`src/rtl/uart_frame_pkg.sv`:
```
// Shared definitions for the UART frame parser: FSM state encoding,
// error codes reported on err_code, and the default start-of-frame byte.
package uart_frame_pkg;

  typedef enum logic [1:0] {
    HUNT    = 2'd0,
    LEN     = 2'd1,
    PAYLOAD = 2'd2,
    CSUM    = 2'd3
  } state_t;

  localparam logic [1:0] ERR_NONE   = 2'd0;
  localparam logic [1:0] ERR_PARITY = 2'd1;
  localparam logic [1:0] ERR_CSUM   = 2'd2;
  localparam logic [1:0] ERR_LEN    = 2'd3;

  localparam logic [7:0] SOF_DEFAULT = 8'hA5;

endpackage

```
`src/rtl/frame_idle_timer.sv`:
```
// Counts idle cycles while running; expired pulses on the cycle whose count
// would reach TIMEOUT. A clear takes priority over counting.
module frame_idle_timer #(
  parameter int TIMEOUT = 50000
) (
  input  logic clk,
  input  logic reset,
  input  logic clear,
  input  logic run,
  output logic expired
);

  localparam int CW = $clog2(TIMEOUT + 1);

  logic [CW-1:0] cnt;

  always_ff @(posedge clk) begin
    if (reset || clear) cnt <= '0;
    else if (run)       cnt <= cnt + 1'b1;
  end

  assign expired = run && (cnt == CW'(TIMEOUT - 1));

endmodule

```
`src/rtl/uart_rx_frame_parser.sv`:
```
// Pops bytes from a UART RX FIFO and parses SOF/LEN/payload/XOR-checksum frames.
// Define UART_FRAME_TIMEOUT_EN to abort frames that stall for TIMEOUT idle cycles.
module uart_rx_frame_parser
  import uart_frame_pkg::*;
#(
  parameter int              DBIT    = 8,
  parameter int              MAX_LEN = 16,
  parameter logic [DBIT-1:0] SOF     = DBIT'(SOF_DEFAULT),
  parameter int              TIMEOUT = 50000
) (
  input  logic            clk,
  input  logic            reset,
  input  logic            rx_empty,
  input  logic [DBIT-1:0] r_data,
  input  logic            par_err,
  output logic            rd_uart,
  output logic [DBIT-1:0] pl_data,
  output logic            pl_valid,
  output logic            frame_done,
  output logic            frame_err,
  output logic [1:0]      err_code,
  output logic [15:0]     ok_cnt
);

  state_t          state, state_n;
  logic [DBIT-1:0] cnt, cnt_n;
  logic [DBIT-1:0] csum, csum_n;
  logic            perr, perr_n;
  logic [DBIT-1:0] pl_data_n;
  logic            pl_valid_n, done_n, err_n;
  logic [1:0]      code_n;
  logic [15:0]     ok_n;
  logic            take, len_bad, tmo;

  assign rd_uart = ~rx_empty & ~reset;
  assign take    = rd_uart;
  assign len_bad = (r_data == '0) || (r_data > DBIT'(MAX_LEN));

`ifdef UART_FRAME_TIMEOUT_EN
  frame_idle_timer #(.TIMEOUT(TIMEOUT)) u_idle (
    .clk    (clk),
    .reset  (reset),
    .clear  (take || (state == HUNT) || tmo),
    .run    (rx_empty && (state != HUNT)),
    .expired(tmo)
  );
`else
  logic unused_timeout;
  assign unused_timeout = ^TIMEOUT;
  assign tmo = 1'b0;
`endif

  always_ff @(posedge clk) begin
    if (reset) state <= HUNT;
    else       state <= state_n;
  end

  always_comb begin
    state_n = state;
    if (tmo) state_n = HUNT;
    else if (take) begin
      case (state)
        HUNT:    if (r_data == SOF && !par_err) state_n = LEN;
        LEN:     state_n = (par_err || len_bad) ? HUNT : PAYLOAD;
        PAYLOAD: if (cnt == DBIT'(1)) state_n = CSUM;
        CSUM:    state_n = HUNT;
        default: state_n = HUNT;
      endcase
    end
  end

  // Next values of the datapath and registered outputs; strobes default low.
  always_comb begin
    cnt_n      = cnt;
    csum_n     = csum;
    perr_n     = perr;
    pl_data_n  = pl_data;
    pl_valid_n = 1'b0;
    done_n     = 1'b0;
    err_n      = 1'b0;
    code_n     = err_code;
    ok_n       = ok_cnt;
    if (tmo) begin
      err_n  = 1'b1;
      code_n = ERR_LEN;
    end else if (take) begin
      case (state)
        LEN: begin
          if (par_err) begin
            err_n  = 1'b1;
            code_n = ERR_PARITY;
          end else if (len_bad) begin
            err_n  = 1'b1;
            code_n = ERR_LEN;
          end else begin
            cnt_n  = r_data;
            csum_n = r_data;
            perr_n = 1'b0;
          end
        end
        PAYLOAD: begin
          pl_data_n  = r_data;
          pl_valid_n = 1'b1;
          csum_n     = csum ^ r_data;
          perr_n     = perr | par_err;
          cnt_n      = cnt - 1'b1;
        end
        CSUM: begin
          if (perr || par_err) begin
            err_n  = 1'b1;
            code_n = ERR_PARITY;
          end else if (r_data != csum) begin
            err_n  = 1'b1;
            code_n = ERR_CSUM;
          end else begin
            done_n = 1'b1;
            code_n = ERR_NONE;
            ok_n   = ok_cnt + 16'd1;
          end
        end
        default: ;
      endcase
    end
  end

  always_ff @(posedge clk) begin
    if (reset) begin
      cnt        <= '0;
      csum       <= '0;
      perr       <= 1'b0;
      pl_data    <= '0;
      pl_valid   <= 1'b0;
      frame_done <= 1'b0;
      frame_err  <= 1'b0;
      err_code   <= ERR_NONE;
      ok_cnt     <= '0;
    end else begin
      cnt        <= cnt_n;
      csum       <= csum_n;
      perr       <= perr_n;
      pl_data    <= pl_data_n;
      pl_valid   <= pl_valid_n;
      frame_done <= done_n;
      frame_err  <= err_n;
      err_code   <= code_n;
      ok_cnt     <= ok_n;
    end
  end

endmodule

```
`config.mk`:
```
export PLATFORM = sky130hd
export DESIGN_NAME = uart_rx_frame_parser
export DESIGN_NICKNAME = d
export VERILOG_FILES = /design/src/rtl/uart_frame_pkg.sv /design/src/rtl/frame_idle_timer.sv /design/src/rtl/uart_rx_frame_parser.sv
export SDC_FILE = /design/constraint.sdc
export NUM_CORES = 1
export LEC_CHECK = 0
export ABC_CLOCK_PERIOD_IN_PS = 2950
export CAP_MARGIN = 20
export CELL_PAD_IN_SITES_DETAIL_PLACEMENT = 1
export CELL_PAD_IN_SITES_GLOBAL_PLACEMENT = 1
export CORE_ASPECT_RATIO = 0.7
export CORE_MARGIN = 2
export CORE_UTILIZATION = 40
export CTS_BUF_LIST = sky130_fd_sc_hd__clkbuf_4 sky130_fd_sc_hd__clkbuf_8
export CTS_CLUSTER_DIAMETER = 120
export CTS_CLUSTER_SIZE = 14
export DETAILED_ROUTE_END_ITERATION = 7
export PLACE_DENSITY = 0.81
export SLEW_MARGIN = 5
export SYNTH_ARGS = -nofsm -noshare
export SYNTH_HDL_FRONTEND = slang
export SYNTH_SLANG_ARGS = --single-unit
```
`constraint.sdc`:
```
create_clock -name clk -period 2.95 [get_ports clk]
set_clock_uncertainty 0.2 [all_clocks]
set_input_delay 0.59 -clock clk [delete_from_list [all_inputs] [get_ports clk]]
set_output_delay 0.59 -clock clk [all_outputs]
set_load 0.005 [all_outputs]
```
# Word-level counts from Yosys, hierarchy flattened

Index checks and enable logic that the tools add are counted.

Register bits after elaboration: 48
Input bits: 12
Output and inout port bits: 30
Logic and storage cells: 72

Add/subtract/negate cells: 2
Order comparisons: 1
Equal/unequal tests: 11
Multiplexer cells: 23
Bitwise gates (word level): 9
Reductions and logical operators: 16

Operator list:

| kind                                                                   | number |
|---|---|
| 8-bit case mux with 2 select lines                                     | 2 |
| 16-bit by 1-bit adder with 16-bit output (second input constant)       | 1 |
| 8-bit 2-to-1 mux                                                       | 2 |
| 2-bit 2-to-1 mux                                                       | 7 |
| 8-bit by 1-bit equality test with 1-bit output (second input constant) | 1 |
| 8-bit equality test (second input constant)                            | 1 |
| 8-bit by 5-bit > comparator with 1-bit output (second input constant)  | 1 |
| 8-bit zero test                                                        | 1 |
| 1-bit 2-to-1 mux                                                       | 8 |
| 2-bit inequality test (second input constant)                          | 4 |
| 8-bit inequality test                                                  | 1 |
| 2-bit case mux with 4 select lines                                     | 1 |
| 4-bit AND reduction                                                    | 2 |
| 8-bit by 1-bit subtractor with 8-bit output (second input constant)    | 1 |
| 8-bit bitwise XOR                                                      | 1 |
| 1-bit NOT                                                              | 6 |
| 3-bit AND reduction                                                    | 2 |
| 2-bit equality test (second input constant)                            | 2 |
| 1-bit case mux with 2 select lines                                     | 2 |
| 2-bit case mux with 2 select lines                                     | 1 |
| 2-bit nonzero test                                                     | 2 |
| 4-bit OR reduction                                                     | 1 |
| 1-bit logical OR                                                       | 3 |
| 3-bit inequality test (second input constant)                          | 1 |
| 8 further kinds                                                        | 8 |

# Logic depth before layout (Yosys ltp)

Gate-level depths: netlist (run 1).

Word-level depth: 5
Mapped depth: 8
Depth with buffers taken out: 7

# Least setup slack after synthesis (run 1)

OpenSTA, ideal clock, no wires.

Path type: input to register
Start point: in r_data[0]
End point: reg ok_cnt[3]
Setup time: 0.070 ns
Arrival: 2.250 ns
Required time: 2.680 ns
Setup slack: 0.430 ns
Stages on the path: 6
Path buffers: 1
Cells stage by stage: clkbuf_1 > xor2_1 > or4_1 > or3_1 > or3_1 > a21oi_1

Word-level cells in the longest chain between the ends: 3

Ends and longest elaborated chain:

| element                       | RTL line                    | text |
|---|---|---|
| from (decl)                   | uart_rx_frame_parser.sv:14  | `input logic [DBIT-1:0] r_data,` |
| 8-bit inequality test         | uart_rx_frame_parser.sv:112 | `end else if (r_data != csum) begin` |
| 1-bit NOT (no line)           | -                           |  |
| 4-bit AND reduction (no line) | -                           |  |
| to (signal assigned)          | uart_rx_frame_parser.sv:146 | `ok_cnt <= ok_n;` |
| to (decl)                     | uart_rx_frame_parser.sv:22  | `output logic [15:0] ok_cnt` |

Every way passes these cells.
A chain may end at the register's enable or synchronous reset.

# Worst setup path after layout (run 1)

Start point: in par_err
End point: reg ok_cnt[11]

Word-level cells in the longest chain between the ends: 3

Ends and longest elaborated chain:

| element                       | RTL line                    | text |
|---|---|---|
| from (decl)                   | uart_rx_frame_parser.sv:15  | `input logic par_err,` |
| 1-bit logical OR              | uart_rx_frame_parser.sv:109 | `if (perr \|\| par_err) begin` |
| 1-bit NOT (no line)           | -                           |  |
| 4-bit AND reduction (no line) | -                           |  |

Every way passes these cells.

==> summary by stage, run 1 <==
Status
The run finished with clean final reports.

Critical path
The endpoint arrival time on the critical path is 2.85 ns. In this run the worst path has a maximum fanout of 7. Measured in cells, the most critical reg-to-reg path has a length of 5. The endpoint identified for the worst register-to-register timing path is ok_cnt[11]$_SDFFE_PP0P_. For flop-to-flop paths, the worst setup slack is 0.43 ns. The worst setup path is of the in -> reg kind.

At the worst endpoint, the required time is 2.98 ns. The worst setup path endpoint is ok_cnt[11]$_SDFFE_PP0P_. STA classifies the critical path endpoint as a flop.

The startpoint class of the critical path is an input pin. Tracing the worst setup path back leads to its startpoint at par_err.

Clocking
The post-CTS setup buffer count is 0. The tree is rooted in a sky130_fd_sc_hd__clkbuf_8. The TritonCTS clock tree is yes.

Buffers inserted during clock tree synthesis total 5. The number of clock sinks is 48. At the later pin of the worst-skew pair, clock insertion delay measures 0.30 ns.

Post-CTS repair changed the size of 0 cells. The clock-pin slew on the worst setup and hold paths is 0.09 ns. The hold buffer count at cts is 0. In this run the deepest clock path goes through 2 buffers. The total number of H-tree levels is 2.

Placed design
The detailed placement HPWL is 5.57 mm. The congestion estimate from routability-driven global placement came to 0.831. The placed cell count is 438. The total of buffers placed on input and output ports is 41.

Once placement finished, the instance area stood at 3130 um2.

Detailed routing
In this run, the number of DRC markers left after iteration 0 of detailed routing was 115. The final wirelength is 7.31 mm. Using the TritonRoute via totals, the vias-per-cell ratio works out to 5.57. The total vias in the final route is 2,478. The post-route DRC violation count is 0.

After detailed routing, the average wire length per cell comes to 16.4 um. Once detail routing completed, the nets flagged for antenna violations numbered 0. The length of the first detailed-routing pass in iterations is 4.

Die
The initialized floorplan defines 23 standard-cell rows. 42 I/O pins were placed. Measured along the x axis, the die boundary spans 97.0 um.

The area of the die is 6700 um2. The chip height is 69.1 um. The starting density of the core is 41.8%. The standard cell core area is 5780 um2.

Layout
The count of fill cells added during filler insertion is 730. The final design instance area without fill is 3210 um2. The growth of design area from synthesis to finish is 32.8%. The share of final-layout standard cells stronger than drive strength 1 is 13.5%. Summing all multi-input logic gate instances after layout gives 1350 um2. The repair_antennas step left the layout with diodes totalling 0. The post-layout net count is 385. The finished layout holds 445 standard cells, fillers aside. The storage element area is 961 um2.

STA
The post-route setup TNS is 0 ns. The number of hold-slack violations in the final timing report is 0. The number of endpoints failing setup at the final stage is 0. The number of max-slew violations in the final report is 0. The minimum period implied by the final worst setup slack is 2.82 ns.

For the pin with the worst max-slew slack, the measured transition is 0.790 ns. Headroom to the max-slew limit came out at 46.9%. The final period utilization is 95.4%. Timing would allow up to 0.355 GHz.

Setup repair after global routing left no endpoint under its margin. The smallest hold slack is 0.281 ns.

Power
IR analysis of the VDD net gives a maximum drop of 171 uV. The design draws 1.13 mW. The leakage power total is 1.18 nW. For this design the ratio of total power to cell area is 351 nW/um2.

Global route
The all-layer global routing usage is 22.4%. The via count of the first global-routing pass came to 2,510. Entering global routing, the biggest net connects 25 pins. The first global-routing pass estimated 12.4 mm of wire.

The number of antenna violations at the first check in global routing is 0. Summed over all layers, the global routing overflow is 0.

Logic synthesis
In the synthesized netlist, the number of instances is 302. Summing the sequential cell areas from Yosys gives 39.7% of the chip area. The total nets after synthesis is 317. The count of distinct cell types in the synthesized netlist is 42. Sorting the synthesized cells by area gives the leading types as sky130_fd_sc_hd__dfxtp_1 40%, sky130_fd_sc_hd__nand2_1 5.9%, sky130_fd_sc_hd__a21oi_1 5.4%, sky130_fd_sc_hd__o21ai_0 4.3%, sky130_fd_sc_hd__nor2_1 3.6%. In this run the biggest area consumer among cell types represents 39.7% of the synthesized area. Counting flops and latches in the post-synthesis netlist gives 48. The post-synthesis cell area is 2420 um2. Dividing the synthesized area by the synthesized cell count gives 8.01 um2. The share of flip-flops with an asynchronous set or reset is 0%. The biggest area consumer among synthesized cells is sky130_fd_sc_hd__dfxtp_1. The synthesized design contains 0 enable-type register cells.

For this run, the leading register cell type out of synthesis is sky130_fd_sc_hd__dfxtp_1. The count of yosys warnings during synthesis is 0.

Run
The tool flagged a number of max-cap violations equal to 0.

Hold path
The tightest min-delay check is of the reg -> reg type.
==> cell usage after synthesis, types with 3 or more instances <==
master                     instances
sky130_fd_sc_hd__dfxtp_1          48
sky130_fd_sc_hd__or4_1             5
sky130_fd_sc_hd__nor4_1            4
sky130_fd_sc_hd__nand2_1          38
sky130_fd_sc_hd__o211ai_1          8
sky130_fd_sc_hd__and3_1            5
sky130_fd_sc_hd__o32ai_1           3
sky130_fd_sc_hd__ha_1              3
sky130_fd_sc_hd__a211oi_1          3
sky130_fd_sc_hd__clkbuf_1         15
sky130_fd_sc_hd__nand3_1           7
sky130_fd_sc_hd__nand4_1           5
sky130_fd_sc_hd__a21oi_1          26
sky130_fd_sc_hd__mux2i_1           3
sky130_fd_sc_hd__xor2_1            8
sky130_fd_sc_hd__nor3_1           11
sky130_fd_sc_hd__inv_1             8
sky130_fd_sc_hd__a31oi_1           9
sky130_fd_sc_hd__nor2_1           23
sky130_fd_sc_hd__or3_1            12
sky130_fd_sc_hd__xnor2_1           9
sky130_fd_sc_hd__o21ai_0          21
==> routing by layer <==
| layer | track usage [%] | wire length (um) |
|---|---|---|
| met1 | 31.9 | 3830 |
| met2 | 36.0 | 3280 |
| met3 | 3.75 | 155 |
| met4 | 4.69 | 52 |
| met5 | 0 | 0 |
==> cell usage in the layout, fill, tap and decap left out, types with 8 or more instances in the layout <==
cell                              netlist  layout
sky130_fd_sc_hd__o211ai_1               8       8
sky130_fd_sc_hd__a21oi_1               26      26
sky130_fd_sc_hd__xor2_1                 8       8
sky130_fd_sc_hd__a31oi_1                9       9
sky130_fd_sc_hd__or3_1                 12      12
sky130_fd_sc_hd__buf_4                  0      38
sky130_fd_sc_hd__xnor2_1                9       9
sky130_fd_sc_hd__inv_1                  8       8
sky130_fd_sc_hd__clkdlybuf4s50_1        0      41
sky130_fd_sc_hd__o21ai_0               21      21
sky130_fd_sc_hd__nor3_1                11      11
sky130_fd_sc_hd__nor2_1                23      23
sky130_fd_sc_hd__dfxtp_1               48      48
sky130_fd_sc_hd__nand2_1               38      38
==> worst min path at each step <==
stage                             from                       to  cells past startpoint
2_1_floorplan  pl_data[1]$_SDFFE_PP0P_  pl_data[1]$_SDFFE_PP0P_                      2
3_3_place_gp   pl_data[4]$_SDFFE_PP0P_  pl_data[4]$_SDFFE_PP0P_                      2
3_5_place_dp   pl_data[7]$_SDFFE_PP0P_  pl_data[7]$_SDFFE_PP0P_                      2
4_1_cts        pl_data[7]$_SDFFE_PP0P_  pl_data[7]$_SDFFE_PP0P_                      2
5_1_grt        pl_data[2]$_SDFFE_PP0P_  pl_data[2]$_SDFFE_PP0P_                      2
6_report       pl_data[7]$_SDFFE_PP0P_  pl_data[7]$_SDFFE_PP0P_                      2
==> kinds of logic after synthesis <==
group,Yosys count,share of synthesized area (%)
and+or+nand+nor,127,27.3
AOI/OAI and AO/OA,78,19.6
DFF,48,39.7
buffers and inverters,26,4.45
xor gates and xnor gates,17,6.15
muxes,3,1.24
adders and majority gates,3,1.55
==> cell type report <==
class                   instances  area share [%]
clock buffers                   6            2.38
repair buffers                 79            21.7
inverters                       8           0.935
well taps                      75            2.92
clock inverters                 1           0.156
multi-input cells             228            42.1
flip-flops and latches         48            29.9
==> flip-flops by register name (all words and copies together), names as in the netlist, 2 cells and up, named ones only <==
signal and flops:
csum 8, pl_data 8, err_code 2, ok_cnt 16, cnt 8
==> power by group <==
group | internal [mW] | switching, mW
Sequential | 0.647 | 0.0000318
Clock | 0.171 | 0.218
Combinational | 0.0408 | 0.0514
Total | 0.859 | 0.269
==> worst max-delay path, stage by stage <==
cell	delay [ns]
sky130_fd_sc_hd__clkdlybuf4s50_1	0.47
sky130_fd_sc_hd__or3b_1	0.42
sky130_fd_sc_hd__nor3_2	0.20
sky130_fd_sc_hd__nand4_1	0.29
sky130_fd_sc_hd__or4b_2	0.71
sky130_fd_sc_hd__a21oi_1	0.16
==> stage by stage <==
| step | util [%] | setup WS (ns) |
|---|---|---|
| after CTS | 55.5 | 0.154 |
| after detailed placement | 54.1 | -0.156 |
| after global placement | 54.1 | -0.0461 |
| final | 55.5 | 0.134 |
| after global routing | 55.5 | 0.0618 |
| after floorplan | - | 0.430 |
Note: power is estimated with default switching activity, not from simulation.
==> run 2, diff against run 1 <==
PLACE_DENSITY = 0.91   (was 0.81)
==> run 2 against run 1 <==
  * Worst setup slack gained 0.038 ns
  * Global-route usage grew 2.1 points
  * Non-clock buffer count shrank 3
  * Count of clock-buffer cells in the layout is the same
  * Power grew 13%
  * Routed wire length grew 8.5%
  * Design area grew 0.55%
  * Critical path depth grew 1
  * Clock power grew 36%
==> summary by stage, run 2 (same netlist as run 1, synthesis figures left out) <==
Clocking
The number of clock sinks is 48 (unchanged). The hold buffer count at cts is 0 (unchanged). The post-CTS setup buffer count was 0 (unchanged). The TritonCTS clock tree was yes (unchanged). The total number of H-tree levels came to 2 (unchanged).

The number of gates resized after cts was 0 (unchanged). The number of buffers created by CTS is 5 (unchanged). The insertion delay of the later-clocked pin in the worst-skew pair is 0.32 ns (was 0.30 ns).

The maximum root-to-sink buffer count is 2 (unchanged). The root cell of the clock tree is sky130_fd_sc_hd__clkbuf_8 (unchanged). The clock-pin slew on the worst setup and hold paths came to 0.10 ns (was 0.09 ns).

Critical path
The endpoint arrival time on the critical path is 2.83 ns (was 2.85 ns). The kind of end point of the critical path is a flop (unchanged). The startpoint class of the critical path is an input pin (unchanged). The end of the worst register-to-register path was ok_cnt[9]$_SDFFE_PP0P_ (was ok_cnt[11]$_SDFFE_PP0P_). The critical setup path kind is in -> reg (unchanged). The cell count of the worst reg-to-reg path is 6 (was 5). The flop-to-flop setup slack is 0.40 ns (was 0.43 ns). The largest fanout on the critical path was 5 (was 7). The required arrival time at the worst endpoint was 3.00 ns (was 2.98 ns).

Hold path
The class of the tightest hold or removal check is reg -> reg (unchanged). The source of the worst hold timing path was pl_data[7]$_SDFFE_PP0P_ (unchanged). The instance count along the most critical hold path is 2 (unchanged).

The worst hold path endpoint was pl_data[7]$_SDFFE_PP0P_ (unchanged).

Power
The switching portion of total power was 23.9% (about the same). The share of total power in sequential cells is 51.0% (was 57.4%). The cell area power density is 393 nW/um2 (was 351 nW/um2).

The leakage power total is 1.19 nW (was 1.18 nW). The internal power of the cells is 966 uW (was 859 uW). The worst vdd rail ir drop is 185 uV (was 171 uV).

The power share of the clock group is 41.6% (was 34.5%). The switching power came to 304 uW (was 269 uW). The total design power is 1.27 mW (was 1.13 mW). The combinational fraction of design power is 7.4% (was 8.2%).

Detailed routing
The detailed router's first-iteration violation count is 89 (was 115). The routed wire length on met3 was 323 um (was 155 um). The average detailed-routed wire length per instance came to 17.9 um (was 16.4 um). The highest metal layer with signal wires is met4 (unchanged). The final wirelength is 7.94 mm (was 7.31 mm). The via count normalized by instance count is 5.67 (was 5.57).

The count of nets left with antenna violations after detail routing came to 0 (unchanged). The post-route DRC violation count is 0 (unchanged). The met1 wire length is 3.84 mm (was 3.83 mm).

The length of the first detailed-routing pass in iterations is 4 (unchanged). The total vias in the final route came to 2,510 (was 2,478). The total length of routed met2 wires is 3.67 mm (was 3.28 mm).

Layout
The share of final-layout standard cells stronger than drive strength 1 is 13.0% (was 13.5%). The post-layout net count is 382 (was 385). Commonest cells after routing, fill and taps aside: 48 x sky130_fd_sc_hd__dfxtp_1, 41 x sky130_fd_sc_hd__clkdlybuf4s50_1, 38 x sky130_fd_sc_hd__nand2_1 (was 48 x sky130_fd_sc_hd__dfxtp_1, 41 x sky130_fd_sc_hd__clkdlybuf4s50_1, 38 x sky130_fd_sc_hd__nand2_1, 38 x sky130_fd_sc_hd__buf_4, 26 x sky130_fd_sc_hd__a21oi_1). The growth of design area from synthesis to finish came to 33.5% (was 32.8%).

The most common cell after layout, fill and taps aside is sky130_fd_sc_hd__dfxtp_1 (unchanged). The flip-flop count of the largest register, all copies and words added is 16 (unchanged). The final design instance area without fill was 3230 um2 (was 3210 um2).

The number of antenna diodes is 0 (unchanged). The final cell count without fillers is 443 (was 445). The top register by number of flip-flops is ok_cnt (unchanged).

The count of fill cells added during filler insertion is 694 (was 730).

Placed design
The area after detailed placement came to 3110 um2 (was 3130 um2). The detailed placement HPWL is 5.88 mm (was 5.57 mm). The placed cell count is 435 (was 438).

The total of buffers placed on input and output ports was 41 (unchanged). The weighted congestion at the end of routability-driven global placement was 0.877 (was 0.831). The pre-CTS worst setup slack is -0.0399 ns (was -0.156 ns).

STA
The minimum period implied by the final worst setup slack came to 2.78 ns (was 2.82 ns). The number of endpoints failing setup at the final stage came to 0 (unchanged). The actual slew at the worst max-slew pin came to 0.958 ns (was 0.790 ns). The number of hold-slack violations in the final timing report is 0 (unchanged). The number of max-slew violations in the final report is 0 (unchanged).

The smallest hold slack is 0.284 ns (was 0.281 ns). The final period utilization is 94.2% (was 95.4%). The maximum operating frequency is 0.360 GHz (was 0.355 GHz). Setup repair after global routing missed its margin: false (unchanged).

The minimum setup slack in the final design was 0.172 ns (was 0.134 ns). The headroom to the max-slew limit was 35.6% (was 46.9%).

Die
The chip height is 69.1 um (unchanged). The area of the die is 6700 um2 (unchanged). The standard cell core area is 5780 um2 (unchanged).

The row count is 23 (unchanged). The total I/O pin count came to 42 (unchanged). The starting density of the core is 41.8% (unchanged). The width of the die is 97.0 um (unchanged).

Global route
The all-layer global routing usage is 24.5% (was 22.4%). The remaining global-route overflow came to 0 (unchanged). The pin count of the biggest net entering global routing came to 22 (was 25). The number of antenna violations at the first check in global routing was 0 (unchanged). The via count of the first global-routing pass is 2,656 (was 2,510). The wire length of the first global-routing pass was 13.4 mm (was 12.4 mm).

Status
Outcome: finished clean (unchanged).

Run
The number of max-cap violations is 0 (unchanged).
==> run 2: changes by cell type in the layout (fill, tap and decap cells not counted) <==
cell                        before  now
sky130_fd_sc_hd__clkbuf_8        5    6
sky130_fd_sc_hd__clkinv_2        1    0
sky130_fd_sc_hd__bufinv_16       0    1
sky130_fd_sc_hd__clkbuf_4        1    0
sky130_fd_sc_hd__clkinv_4        0    1
sky130_fd_sc_hd__buf_4          38   35
==> run 2: how the worst max path moves through the flow <==
stage / start / to / cells past startpoint
after detailed placement: rx_empty / ok_cnt[11]$_SDFFE_PP0P_ / 6
after global routing: rx_empty / ok_cnt[9]$_SDFFE_PP0P_ / 7
after global placement: rx_empty / ok_cnt[9]$_SDFFE_PP0P_ / 7
after CTS: rx_empty / rd_uart / 4
final: rx_empty / ok_cnt[9]$_SDFFE_PP0P_ / 7
after floorplan: r_data[0] / ok_cnt[3]$_SDFFE_PP0P_ / 6
==> run 2: metal layers <==
metal | global-route usage, % | up-vias
met2 | 39.0 | 59
met4 | 5.63 | 0
met3 | 6.49 | 11
met5 | 0 | -
met1 | 33.5 | 1220
li1 | - | 1220
==> run 2: through the flow <==
| stage | util (%) | TNS [ns] |
|---|---|---|
| after floorplan | - | 0 |
| after global placement | 53.8 | 0 |
| after detailed placement | 53.8 | -0.192 |
| after CTS | 55.9 | 0 |
| after global routing | 55.9 | 0 |
| final | 55.9 | 0 |
==> run 2: layout make-up <==
class	count	area, um2	share of cell area, %
multi-input combinational	228	1350	41.8
tap	75	93.8	2.90
inverter	8	30.0	0.930
timing repair buffer	76	673	20.8
clock buffer	6	82.6	2.56
sequential	48	961	29.7
clock inverter	2	38.8	1.20
==> run 2: worst max-delay path, cell delays in order <==
cell and delay (ns):
sky130_fd_sc_hd__clkdlybuf4s50_1 0.45, sky130_fd_sc_hd__or3b_1 0.44, sky130_fd_sc_hd__nor3_2 0.17, sky130_fd_sc_hd__nand4_1 0.27, sky130_fd_sc_hd__buf_4 0.24, sky130_fd_sc_hd__or4b_1 0.51, sky130_fd_sc_hd__a21oi_1 0.15
==> run 2: power groups by stage <==
stage / clock, mW / sequential (mW) / combinational, mW
finish: 0.529 / 0.647 / 0.0938
global route: 0.563 / 0.648 / 0.102
CTS: 0.534 / 0.647 / 0.0930
detailed placement: 0 / 0.663 / 0.0923
global placement: 0 / 0.663 / 0.0885
floorplan: 0 / 0.663 / 0.0420
